--- config.mk ---
export PLATFORM = sky130hd
export DESIGN_NAME = flash_save_flat
export DESIGN_NICKNAME = d
export VERILOG_FILES = /design/src/rtl/bifrost_spi_pkg.sv /design/src/rtl/flash_save_if.sv /design/src/rtl/spi_shift.sv /design/src/rtl/flash_save.sv /design/src/flat_wrapper.sv
export SDC_FILE = /design/constraint.sdc
export NUM_CORES = 1
export LEC_CHECK = 0
export ABC_AREA = 1
export BUFFER_PORTS_ARGS = -buffer_cell sky130_fd_sc_hd__buf_2
export CORE_ASPECT_RATIO = 0.8
export CORE_MARGIN = 2
export CORE_UTILIZATION = 56
export DETAILED_ROUTE_END_ITERATION = 8
export PLACE_DENSITY = 0.74
export SLEW_MARGIN = 10
export SYNTH_ARGS = -nofsm -noshare
export SYNTH_HDL_FRONTEND = slang
export SYNTH_SLANG_ARGS = --single-unit
--- constraint.sdc ---
create_clock -name clock -period 4 [get_ports clock]
set_clock_uncertainty 0.1 [all_clocks]
set_input_delay 0.2 -clock clock [delete_from_list [all_inputs] [get_ports clock]]
set_output_delay 0.2 -clock clock [all_outputs]
set_load 0.05 [all_outputs]
--- src/rtl/bifrost_spi_pkg.sv ---
// rtl/bifrost_spi_pkg.sv - SPI flash opcodes and save-engine types shared with the boot loader
package bifrost_spi_pkg;

  localparam logic [7:0] OP_READ = 8'h03;
  localparam logic [7:0] OP_WREN = 8'h06;
  localparam logic [7:0] OP_PP   = 8'h02;
  localparam logic [7:0] OP_RDSR = 8'h05;
  localparam logic [7:0] OP_RES  = 8'hAB;

  localparam int WIP_BIT = 0;

  typedef enum logic [2:0] {
    s_idle,
    s_wren,
    s_erase,
    s_program,
    s_fetch,
    s_send,
    s_poll,
    s_finish
  } save_state_t;

  // Sub-steps inside a state: issue, wait for the shifter, CS-high gap.
  typedef enum logic [1:0] {
    ph_start,
    ph_wait,
    ph_done,
    ph_gap
  } phase_t;

endpackage

--- src/rtl/flash_save_if.sv ---
// rtl/flash_save_if.sv - SPI flash pins plus shared RAM bus seen by the save engine
interface flash_save_if;

  logic        flash_so;
  logic        flash_si;
  logic        flash_sck;
  logic        flash_cs_n;
  logic [18:0] address;
  logic [7:0]  data;
  logic        rw;
  logic        busen;

  modport master (
    input  flash_so, data,
    output flash_si, flash_sck, flash_cs_n, address, rw, busen
  );

  modport slave (
    output flash_so, data,
    input  flash_si, flash_sck, flash_cs_n, address, rw, busen
  );

endinterface

--- src/rtl/spi_shift.sv ---
// rtl/spi_shift.sv - MSB-first SPI mode-0 shifter, SCK = clock/2, up to 32 bits per load
module spi_shift (
  input  logic        clock,
  input  logic        reset,
  input  logic        load,
  input  logic [31:0] load_data,
  input  logic [5:0]  load_bits,
  input  logic        so,
  output logic        si,
  output logic        sck,
  output logic        busy,
  output logic [7:0]  rx_byte
);

  logic [31:0] shreg;
  logic [5:0]  bits_left;

  // load_data is left-aligned: bit 31 goes out first.
  assign si = busy & shreg[31];

  always_ff @(posedge clock or negedge reset) begin
    if (!reset) begin
      shreg     <= '0;
      bits_left <= '0;
      sck       <= 1'b0;
      busy      <= 1'b0;
      rx_byte   <= '0;
    end else if (load) begin
      shreg     <= load_data;
      bits_left <= load_bits;
      sck       <= 1'b0;
      busy      <= (load_bits != 6'd0);
    end else if (busy) begin
      if (!sck) begin
        sck <= 1'b1;
      end else begin
        // SO is captured on the same edge that drops SCK.
        sck       <= 1'b0;
        rx_byte   <= {rx_byte[6:0], so};
        shreg     <= {shreg[30:0], 1'b0};
        bits_left <= bits_left - 6'd1;
        if (bits_left == 6'd1) busy <= 1'b0;
      end
    end
  end

endmodule

--- src/rtl/flash_save.sv ---
// rtl/flash_save.sv - copies a RAM region into SPI EEPROM/flash with erase, page program and WIP polling
module flash_save
  import bifrost_spi_pkg::*;
#(
  parameter int          EEPROM_ADDRESS_BITS = 24,
  parameter logic [23:0] FLASH_BASE          = 24'h080000,
  parameter logic [18:0] RAM_BASE            = 19'h0F000,
  parameter int          LENGTH              = 4096,
  parameter int          PAGE_SIZE           = 256,
  parameter int          ERASE_SIZE          = 4096,
  parameter logic [7:0]  ERASE_CMD           = 8'h20,
  parameter int          POLL_LIMIT          = 65535
) (
  input  logic         clock,
  input  logic         reset,
  input  logic         start,
  output logic         busy,
  output logic         done,
  output logic         error,
  flash_save_if.master bus
);

  localparam int              AB         = EEPROM_ADDRESS_BITS;
  localparam int              CMD_BITS   = 8 + AB;
  localparam logic [AB-1:0]   PAGE_MASK  = AB'(PAGE_SIZE - 1);
  localparam logic [AB-1:0]   ERASE_MASK = (ERASE_SIZE > 0) ? AB'(ERASE_SIZE - 1) : '0;
  localparam logic [15:0]     LEN        = 16'(LENGTH);
  localparam logic [15:0]     POLL_LAST  = 16'(POLL_LIMIT - 1);

  save_state_t   state, state_n;
  phase_t        phase, phase_n;
  logic          cs_n_r, cs_n_n;
  logic          busy_n, done_n, error_n, busen_r, busen_n;
  logic [18:0]   address_r, address_n;
  logic [15:0]   byte_cnt, byte_cnt_n;
  logic [AB-1:0] flash_addr, flash_addr_n;
  logic [18:0]   ram_addr, ram_addr_n;
  logic [15:0]   poll_cnt, poll_cnt_n;
  logic [7:0]    data_byte, data_byte_n;
  logic          erase_done, erase_done_n;
  logic          go_finish;
  logic          need_erase;
  logic [AB-1:0] flash_addr_inc;
  logic [15:0]   byte_cnt_inc;

  logic          sh_load;
  logic [31:0]   sh_data;
  logic [5:0]    sh_bits;
  logic          sh_si, sh_sck, sh_busy;
  logic [7:0]    sh_rx;

  function automatic logic [31:0] cmd_word(input logic [7:0] op, input logic [AB-1:0] addr);
    logic [CMD_BITS-1:0] w;
    w = {op, addr};
    return 32'(w) << (32 - CMD_BITS);
  endfunction

  spi_shift u_shift (
    .clock     (clock),
    .reset     (reset),
    .load      (sh_load),
    .load_data (sh_data),
    .load_bits (sh_bits),
    .so        (bus.flash_so),
    .si        (sh_si),
    .sck       (sh_sck),
    .busy      (sh_busy),
    .rx_byte   (sh_rx)
  );

  assign bus.flash_si   = sh_si;
  assign bus.flash_sck  = sh_sck;
  assign bus.flash_cs_n = cs_n_r;
  assign bus.address    = address_r;
  assign bus.rw         = 1'b1;
  assign bus.busen      = busen_r;

  assign flash_addr_inc = flash_addr + AB'(1);
  assign byte_cnt_inc   = byte_cnt + 16'd1;
  // The first block is erased even when FLASH_BASE sits mid-block.
  assign need_erase     = (ERASE_SIZE > 0) && !erase_done &&
                          ((byte_cnt == 16'd0) || ((flash_addr & ERASE_MASK) == '0));

  always_ff @(posedge clock or negedge reset) begin
    if (!reset) begin
      state      <= s_idle;
      phase      <= ph_start;
      cs_n_r     <= 1'b1;
      busy       <= 1'b0;
      done       <= 1'b0;
      error      <= 1'b0;
      busen_r    <= 1'b1;
      address_r  <= '0;
      byte_cnt   <= '0;
      flash_addr <= '0;
      ram_addr   <= '0;
      poll_cnt   <= '0;
      data_byte  <= '0;
      erase_done <= 1'b0;
    end else begin
      state      <= state_n;
      phase      <= phase_n;
      cs_n_r     <= cs_n_n;
      busy       <= busy_n;
      done       <= done_n;
      error      <= error_n;
      busen_r    <= busen_n;
      address_r  <= address_n;
      byte_cnt   <= byte_cnt_n;
      flash_addr <= flash_addr_n;
      ram_addr   <= ram_addr_n;
      poll_cnt   <= poll_cnt_n;
      data_byte  <= data_byte_n;
      erase_done <= erase_done_n;
    end
  end

  always_comb begin
    state_n      = state;
    phase_n      = phase;
    cs_n_n       = cs_n_r;
    busy_n       = busy;
    done_n       = 1'b0;
    error_n      = error;
    busen_n      = busen_r;
    address_n    = address_r;
    byte_cnt_n   = byte_cnt;
    flash_addr_n = flash_addr;
    ram_addr_n   = ram_addr;
    poll_cnt_n   = poll_cnt;
    data_byte_n  = data_byte;
    erase_done_n = erase_done;
    go_finish    = 1'b0;
    sh_load      = 1'b0;
    sh_data      = '0;
    sh_bits      = '0;

    case (state)
      s_idle: begin
        if (start) begin
          busy_n       = 1'b1;
          busen_n      = 1'b0;
          error_n      = 1'b0;
          byte_cnt_n   = '0;
          flash_addr_n = AB'(FLASH_BASE);
          ram_addr_n   = RAM_BASE;
          poll_cnt_n   = '0;
          erase_done_n = 1'b0;
          state_n      = s_wren;
          phase_n      = ph_start;
        end
      end

      s_wren: begin
        case (phase)
          ph_start: begin
            cs_n_n     = 1'b0;
            sh_load    = 1'b1;
            sh_data    = {OP_WREN, 24'h0};
            sh_bits    = 6'd8;
            poll_cnt_n = '0;
            phase_n    = ph_wait;
          end
          ph_wait: if (!sh_busy) begin
            cs_n_n  = 1'b1;
            phase_n = ph_gap;
            state_n = need_erase ? s_erase : s_program;
          end
          default: phase_n = ph_start;
        endcase
      end

      s_erase: begin
        case (phase)
          ph_start: begin
            cs_n_n       = 1'b0;
            sh_load      = 1'b1;
            sh_data      = cmd_word(ERASE_CMD, flash_addr);
            sh_bits      = 6'(CMD_BITS);
            erase_done_n = 1'b1;
            phase_n      = ph_wait;
          end
          ph_wait: if (!sh_busy) begin
            cs_n_n  = 1'b1;
            phase_n = ph_gap;
            state_n = s_poll;
          end
          default: phase_n = ph_start;
        endcase
      end

      s_program: begin
        case (phase)
          ph_start: begin
            cs_n_n       = 1'b0;
            sh_load      = 1'b1;
            sh_data      = cmd_word(OP_PP, flash_addr);
            sh_bits      = 6'(CMD_BITS);
            erase_done_n = 1'b0;
            phase_n      = ph_wait;
          end
          ph_wait: if (!sh_busy) begin
            state_n = s_fetch;
            phase_n = ph_start;
          end
          default: phase_n = ph_start;
        endcase
      end

      s_fetch: begin
        // Address out, one clock for the RAM, then capture.
        case (phase)
          ph_start: begin
            address_n = ram_addr;
            phase_n   = ph_wait;
          end
          ph_wait: phase_n = ph_done;
          ph_done: begin
            data_byte_n = bus.data;
            state_n     = s_send;
            phase_n     = ph_start;
          end
          default: phase_n = ph_start;
        endcase
      end

      s_send: begin
        case (phase)
          ph_start: begin
            sh_load = 1'b1;
            sh_data = {data_byte, 24'h0};
            sh_bits = 6'd8;
            phase_n = ph_wait;
          end
          ph_wait: if (!sh_busy) begin
            byte_cnt_n   = byte_cnt_inc;
            flash_addr_n = flash_addr_inc;
            ram_addr_n   = ram_addr + 19'd1;
            if ((byte_cnt_inc == LEN) || ((flash_addr_inc & PAGE_MASK) == '0)) begin
              cs_n_n  = 1'b1;
              state_n = s_poll;
              phase_n = ph_gap;
            end else begin
              state_n = s_fetch;
              phase_n = ph_start;
            end
          end
          default: phase_n = ph_start;
        endcase
      end

      s_poll: begin
        case (phase)
          ph_start: begin
            cs_n_n  = 1'b0;
            sh_load = 1'b1;
            sh_data = {OP_RDSR, 24'h0};
            sh_bits = 6'd16;
            phase_n = ph_wait;
          end
          ph_wait: if (!sh_busy) begin
            cs_n_n  = 1'b1;
            phase_n = ph_gap;
            if (!sh_rx[WIP_BIT]) begin
              poll_cnt_n = '0;
              if (byte_cnt == LEN) go_finish = 1'b1;
              else state_n = s_wren;
            end else if (poll_cnt == POLL_LAST) begin
              error_n   = 1'b1;
              go_finish = 1'b1;
            end else begin
              poll_cnt_n = poll_cnt + 16'd1;
            end
          end
          default: phase_n = ph_start;
        endcase
      end

      s_finish: begin
        state_n = s_idle;
        phase_n = ph_start;
      end

      default: state_n = s_idle;
    endcase

    if (go_finish) begin
      state_n   = s_finish;
      phase_n   = ph_start;
      cs_n_n    = 1'b1;
      done_n    = 1'b1;
      busy_n    = 1'b0;
      busen_n   = 1'b1;
      address_n = '0;
    end
  end

endmodule

--- src/flat_wrapper.sv ---
// flat-port wrapper written by rule: the top's interface ports become plain ports
module flash_save_flat import bifrost_spi_pkg::*;
#(
  parameter int          EEPROM_ADDRESS_BITS = 24,
  parameter logic [23:0] FLASH_BASE          = 24'h080000,
  parameter logic [18:0] RAM_BASE            = 19'h0F000,
  parameter int          LENGTH              = 4096,
  parameter int          PAGE_SIZE           = 256,
  parameter int          ERASE_SIZE          = 4096,
  parameter logic [7:0]  ERASE_CMD           = 8'h20,
  parameter int          POLL_LIMIT          = 65535
)
  (clock, reset, start, busy, done, error, bus_flash_so, bus_data, bus_flash_si, bus_flash_sck, bus_flash_cs_n, bus_address, bus_rw, bus_busen);
  flash_save_if bus_i ();
  input  logic clock;
  input  logic reset;
  input  logic start;
  output logic busy;
  output logic done;
  output logic error;
  input wire logic [$bits(bus_i.flash_so)-1:0] bus_flash_so;
  input wire logic [$bits(bus_i.data)-1:0] bus_data;
  output wire logic [$bits(bus_i.flash_si)-1:0] bus_flash_si;
  output wire logic [$bits(bus_i.flash_sck)-1:0] bus_flash_sck;
  output wire logic [$bits(bus_i.flash_cs_n)-1:0] bus_flash_cs_n;
  output wire logic [$bits(bus_i.address)-1:0] bus_address;
  output wire logic [$bits(bus_i.rw)-1:0] bus_rw;
  output wire logic [$bits(bus_i.busen)-1:0] bus_busen;
  assign bus_i.flash_so = bus_flash_so;
  assign bus_i.data = bus_data;
  assign bus_flash_si = bus_i.flash_si;
  assign bus_flash_sck = bus_i.flash_sck;
  assign bus_flash_cs_n = bus_i.flash_cs_n;
  assign bus_address = bus_i.address;
  assign bus_rw = bus_i.rw;
  assign bus_busen = bus_i.busen;
  flash_save #(.EEPROM_ADDRESS_BITS(EEPROM_ADDRESS_BITS), .FLASH_BASE(FLASH_BASE), .RAM_BASE(RAM_BASE), .LENGTH(LENGTH), .PAGE_SIZE(PAGE_SIZE), .ERASE_SIZE(ERASE_SIZE), .ERASE_CMD(ERASE_CMD), .POLL_LIMIT(POLL_LIMIT)) u_core (.clock(clock), .reset(reset), .start(start), .busy(busy), .done(done), .error(error), .bus(bus_i));
endmodule
==> results of run 1 <==
==> per-layer routing <==
layer	routed length [µm]	vias to the layer above
met5	0	-
met2	8350	184
met4	187	0
li1	-	3534
met1	9430	3371
met3	927	16
==> worst max path at each step <==
stage | to | slack [ns] | cells after the start
floorplan | u_core.ram_addr[15] | 1.97 | 15
global placement | u_core.flash_addr[20] | 1.25 | 13
detailed placement | u_core.flash_addr[21] | 1.14 | 13
CTS | u_core.flash_addr[21] | 1.15 | 13
global route | u_core.ram_addr[14] | 0.76 | 14
finish | u_core.flash_addr[20] | 1.12 | 13
==> state kept, by name, summed over array words and instances, names as in the netlist, 2 cells and up <==
name and count:
u_core.bus.address 19, u_core.byte_cnt 16, u_core.data_byte 8, u_core.flash_addr 24
u_core.phase 2, u_core.poll_cnt 16, u_core.ram_addr 19, u_core.state 3
u_core.u_shift.bits_left 6, u_core.u_shift.shreg 32
==> cells by family after synthesis <==
kind of cell	share of synthesized area (%)
simple gates	27.1
compound gates	13.9
buf+inv	7.75
flops	46.9
xor+xnor	1.71
fa+ha+maj	1.68
mux	0.959
other cells	0.0456
==> critical path, stage by stage, from the launching register on <==
cell,delay (ns)
dfrtp_1,0.43
inv_2,0.15
nand2_2,0.13
nor2_8,0.35
nand2_4,0.17
nand2_2,0.31
buf_4,0.27
nand3_1,0.16
nor3_2,0.18
nand3_1,0.13
nor2_1,0.15
nand2_1,0.07
o21ai_1,0.11
nor2_1,0.05
==> stage by stage <==
stage | hold WS [ns] | power [mW] | util (%)
2_1_floorplan | -0.196 | 4.84 | -
3_5_place_dp | 0.216 | 5.53 | 59.8
6_report | 0.221 | 7.27 | 64.9
3_3_place_gp | 0.217 | 5.48 | 59.8
5_1_grt | 0.236 | 7.87 | 64.9
4_1_cts | 0.197 | 7.28 | 64.9
==> cell usage in the layout, fill, tap and decap left out, drive strengths merged, types with 4 or more instances in the layout <==
| cell type | synthesis | routed |
|---|---|---|
| a21oi | 67 | 67 |
| a31oi | 4 | 4 |
| buf | 10 | 44 |
| clkbuf | 24 | 22 |
| clkinvlp | 0 | 4 |
| dfrtp | 152 | 152 |
| dlygate4sd3 | 0 | 10 |
| ha | 11 | 11 |
| inv | 127 | 128 |
| mux2 | 7 | 7 |
| nand2 | 213 | 213 |
| nand3 | 84 | 84 |
| nand4 | 21 | 21 |
| nor2 | 120 | 120 |
| nor3 | 33 | 33 |
| nor4 | 7 | 7 |
| o21a | 4 | 4 |
| o21ai | 101 | 101 |
| o22ai | 11 | 11 |
| xor2 | 14 | 14 |
==> cell type report <==
cell class                 instances  area (µm²)  share of cell area, %
sequential                       154        3860                   41.6
multi-input combinational        724        3720                   40.2
clock buffer                      22         484                   5.22
inverter                         128         483                   5.21
timing repair buffer              54         357                   3.85
tap                              184         230                   2.48
clock inverter                    10         139                   1.50
==> report_power, final <==
group,leakage [nW],internal [mW],switching [mW]
clock network,0.295,1.05,0.658
logic,2.18,0.905,2.05
registers,1.97,2.13,0.479
==> impl_results.md, run 1 <==
* Status: finished clean
* Met2 Usage GRT at 38.7%
* Longest Clk Path Bufs at 2
* Initial DRC count at 515
* Reg2reg end: u_core.flash_addr[20]
* Synthesized instance count at 1040
* GPL Wtd Cong at 0.914
* Largest net degree at the start of global routing at 89
* Post-CTS setup buffer count at 0
* Height of the die at 112 µm
* Core Region at 14300 µm²
* Syn Nets at 1063
* Congestion Overflow GR at 0
* M1 GR Usage at 39.0%
* Post-Syn Area per Cell at 7.90 µm²
* Port buffer count at 37
* CTS H-tree depth at 4
* LEAKAGE at 4.44 nW
* Critical path type: register to register
* CTS tree: done
* Startpoint Class: register
* Top post-synthesis cells by count: 207 x nand2_1, 152 x dfrtp_1, 113 x inv_1
* Count leader, synth: nand2_1
* CTS Sinks at 154
* Peak supply drop at 0.000624 V
* Max FO, Critical Path at 27
* Io pins at 39
* FF-to-FF Start: u_core.state[1]
* Fin crit share at 72.1%
* R2R depth at 13
* Final Routed Wirelength at 18900 µm
* Maximum clock frequency at 347 MHz
* Clock Latency Late Sink at 0.43 ns
* Routed Antenna Nets at 0
* Via count at 7105
* Wire per inst at 14.8 µm
* MaxCap Viol Count at 0
* Post-Place Worst Slack at 1.14 ns
* Worst-margin pin slew at 0.886 ns
* First-pass GRT wire length at 33100 µm
* CTS root buffer: clkbuf_16
* Initial antenna violation count at 0
* Synth Flop Type: dfrtp_1
* Hold-fix buffers, CTS at 10
* Layout cells sized above 1 at 12.1%
* Met3 Usage GRT at 4.99%
* Final net count at 1102
* Die span in x at 139 µm
* Pwr per Cell Area at 784 nW/µm²
* Antenna Diode Count at 0
* Setup WS post-layout at 1.12 ns
* R2R Setup Slk at 1.12 ns
* Minimum clock period at 2.88 ns
* Row cnt at 39
* Hold Startpoint: start
* Setup violators final at 0
* All-Layer GR Usage at 25.8%
* Final cell count without fillers at 1276
* Num CTS Buffers at 17
* DRC violation count after routing at 0
* Hold Vio Cnt, Final at 0
* Synth cell types at 52
* Number of flops mapped to enable cells by yosys at 0
* Area leader, netlist: dfrtp_1
* CTS resizes at 0
* Hold Path Depth at 6
* Max-slew violations at 0
* Mapped Area at 8220 µm²
* Clk slew on worst S/H paths at 0.06 ns
* Async SR Flop Fraction at 100%
* Placed cell areas at 8550 µm²
* Post-route cell area at 9270 µm²
* Die area at 15700 µm²
* Area Growth Syn to Fin at 12.9%
* Final TNS setup at 0 ns
* Synth area leaders: dfrtp_1 46%, nand2_1 9.5%, o21ai_0 5.5%
* Seq cells post-synth at 154
* Crit path DAT at 3.10 ns
* Busiest grt layer: met1
* Worst Hold Path EP: u_core.erase_done
* Post-synthesis sequential area ratio at 46.9%
* Syn. warnings at 0
* RSZ-0062 raised after global routing: no
* Dpl hpwl at 13000 µm
* Share of the synthesized area in the top cell type at 46.3%
* WP data required at 4.22 ns
* Worst setup path start: u_core.state[1]
* Placed insts at 1234
* Endpoint class of the critical path: register
* Worst hold path class: input pin to register
* Post-DR vias/cell at 5.57
* Max transition margin at 40.8%
* Vias in the first global route at 6722
* Fill cells at 1263
* Initial core utilization at 57.5%
* TritonRoute pass-1 iters at 5
No activity file was read; power rests on OpenSTA's default activity.
==> run 2: changes to the inputs <==
clock period = 2.95 ns   (was 4 ns; I/O delays follow)
==> run 2 against run 1 <==
Compared with the run above: register-to-register slack got worse by 0.77 ns; worst setup slack got worse by 0.77 ns; utilization increased by 0.17 points; first-iteration DRC count fell by 14%; sequential share of layout area fell by 0.11 points; die area is the same; global-route usage about the same; non-clock buffer count increased by 5; clock-buffer cell count fell by 4; clock power rose by 32%; routed wire length up 1.5%; power is 36% higher; critical path type unchanged; highest routed layer unchanged.
==> impl_results.md, run 2 (synthesis results as in run 1) <==
* MaxCap Viol Count at 0
* Final cell count without fillers at 1281
* Largest net degree at the start of global routing at 68
* Die span in x at 139 µm
* WP data required at 3.20 ns
* All-Layer GR Usage at 25.9%
* Area Growth Syn to Fin at 13.1%
* Crit path DAT at 2.85 ns
* Height of the die at 112 µm
* FF-to-FF Start: u_core.phase[0]
* Max FFs per register at 32
* Max-slew violations at 0
* Io pins at 39
* Worst setup path start: u_core.phase[0]
* Vias in the first global route at 6621
* DRC violation count after routing at 0
* Area of the multi-input gates at 3720 µm²
* Max FO, Critical Path at 38
* Util after Layout at 65.0%
* Initial DRC count at 441
* Core Region at 14300 µm²
* Clk slew on worst S/H paths at 0.07 ns
* Peak supply drop at 0.000863 V
* CTS resizes at 0
* Die area at 15700 µm²
* Setup violators final at 0
* Longest Clk Path Bufs at 2
* Seq. cell area at 3860 µm²
* Final Routed Wirelength at 19200 µm
* TritonRoute pass-1 iters at 5
* Wire per inst at 15.0 µm
* CTS tree: done
* Crit path to: u_core.u_shift.shreg[1]
* Commonest non-fill, non-tap cell in the layout: nand2_1
* Routed Antenna Nets at 0
* Num CTS Buffers at 17
* Dpl hpwl at 13000 µm
* Overall power at 9.86 mW
* Antenna Diode Count at 0
* Reg2reg end: u_core.u_shift.shreg[1]
* Row cnt at 39
* R2R Setup Slk at 0.34 ns
* Maximum clock frequency at 384 MHz
* Post-CTS setup buffer count at 0
* Port buffer count at 37
* R2R depth at 7
* CTS root buffer: clkbuf_16
* Congestion Overflow GR at 0
* Biggest register: u_core.u_shift.shreg
* Hold Vio Cnt, Final at 0
* Max transition margin at 60.0%
* Fin crit share at 88.3%
* Critical path type: register to register
* GPL Wtd Cong at 0.903
* RSZ-0062 raised after global routing: no
* CTS H-tree depth at 4
* Placed insts at 1239
* Pwr per Cell Area at 1060 nW/µm²
* Initial core utilization at 57.5%
* Worst-margin pin slew at 0.600 ns
* Worst hold path class: input pin to async pin
* Final net count at 1107
* Fill cells at 1194
* Minimum clock period at 2.61 ns
* Final TNS setup at 0 ns
* CTS Sinks at 154
* Post-DR vias/cell at 5.58
* Via count at 7148
* Status: finished clean
* Endpoint class of the critical path: register
* Initial antenna violation count at 0
* First-pass GRT wire length at 32700 µm
* Layout cells sized above 1 at 12.6%
* Hold-fix buffers, CTS at 10
* LEAKAGE at 4.48 nW
* Startpoint Class: register
* Clock Latency Late Sink at 0.43 ns
* Largest registers: u_core.u_shift.shreg x32, u_core.flash_addr x24
* Most frequent cells in the layout: 207 x nand2_1, 152 x dfrtp_1, 113 x inv_1
[run 2: critical path: stages, from the launching register on]
cell     delay, ns
dfrtp_1       0.42
nor2_2        0.37
inv_2         0.12
nor2_1        0.26
inv_2         0.29
nor2_4        0.57
a32oi_1       0.18
o21ai_0       0.18
[run 2: area by class of cell]
| class | count | share of cell area (%) |
|---|---|---|
| Clock buffer | 18 | 4.72 |
| Tap cell | 184 | 2.48 |
| Timing Repair Buffer | 59 | 4.24 |
| Inverter | 128 | 5.20 |
| Multi-Input combinational cell | 724 | 40.1 |
| Clock inverter | 14 | 1.83 |
| Sequential cell | 154 | 41.5 |
[run 2: report_power, final]
group	total (mW)	internal (mW)	switching (mW)
clock	2.26	1.36	0.899
combinational	4.03	1.25	2.78
sequential	3.58	2.88	0.691
total	9.86	5.49	4.37
[run 2: how the worst min path moves through the flow]
stage | endpoint | slack (ns) | cells past startpoint
2_1_floorplan | u_core.bus.address[0] | -0.25 | 0
3_3_place_gp | u_core.poll_cnt[13] | 0.04 | 1
3_5_place_dp | u_core.poll_cnt[10] | 0.04 | 1
4_1_cts | u_core.erase_done | 0.13 | 6
5_1_grt | u_core.poll_cnt[10] | 0.18 | 2
6_report | u_core.poll_cnt[13] | 0.13 | 2
[run 2: metrics by stage]
stage               worst slack [ns]  instance area (µm²)  hold slack (ns)
finish                         0.345                 9300            0.129
global route                   0.137                 9300            0.179
CTS                            0.387                 9300            0.132
detailed placement             0.390                 8590           0.0360
global placement               0.498                 8590           0.0359
floorplan                      0.925                 8220           -0.248
[run 2: layer usage]
metal / track usage (%) / routed length, µm / up-vias
met1: 38.3 / 9470 / 3367
met2: 38.7 / 8230 / 221
li1: - / - / 3536
met3: 5.84 / 1240 / 24
met4: 6.94 / 232 / 0
met5: 0 / 0 / -
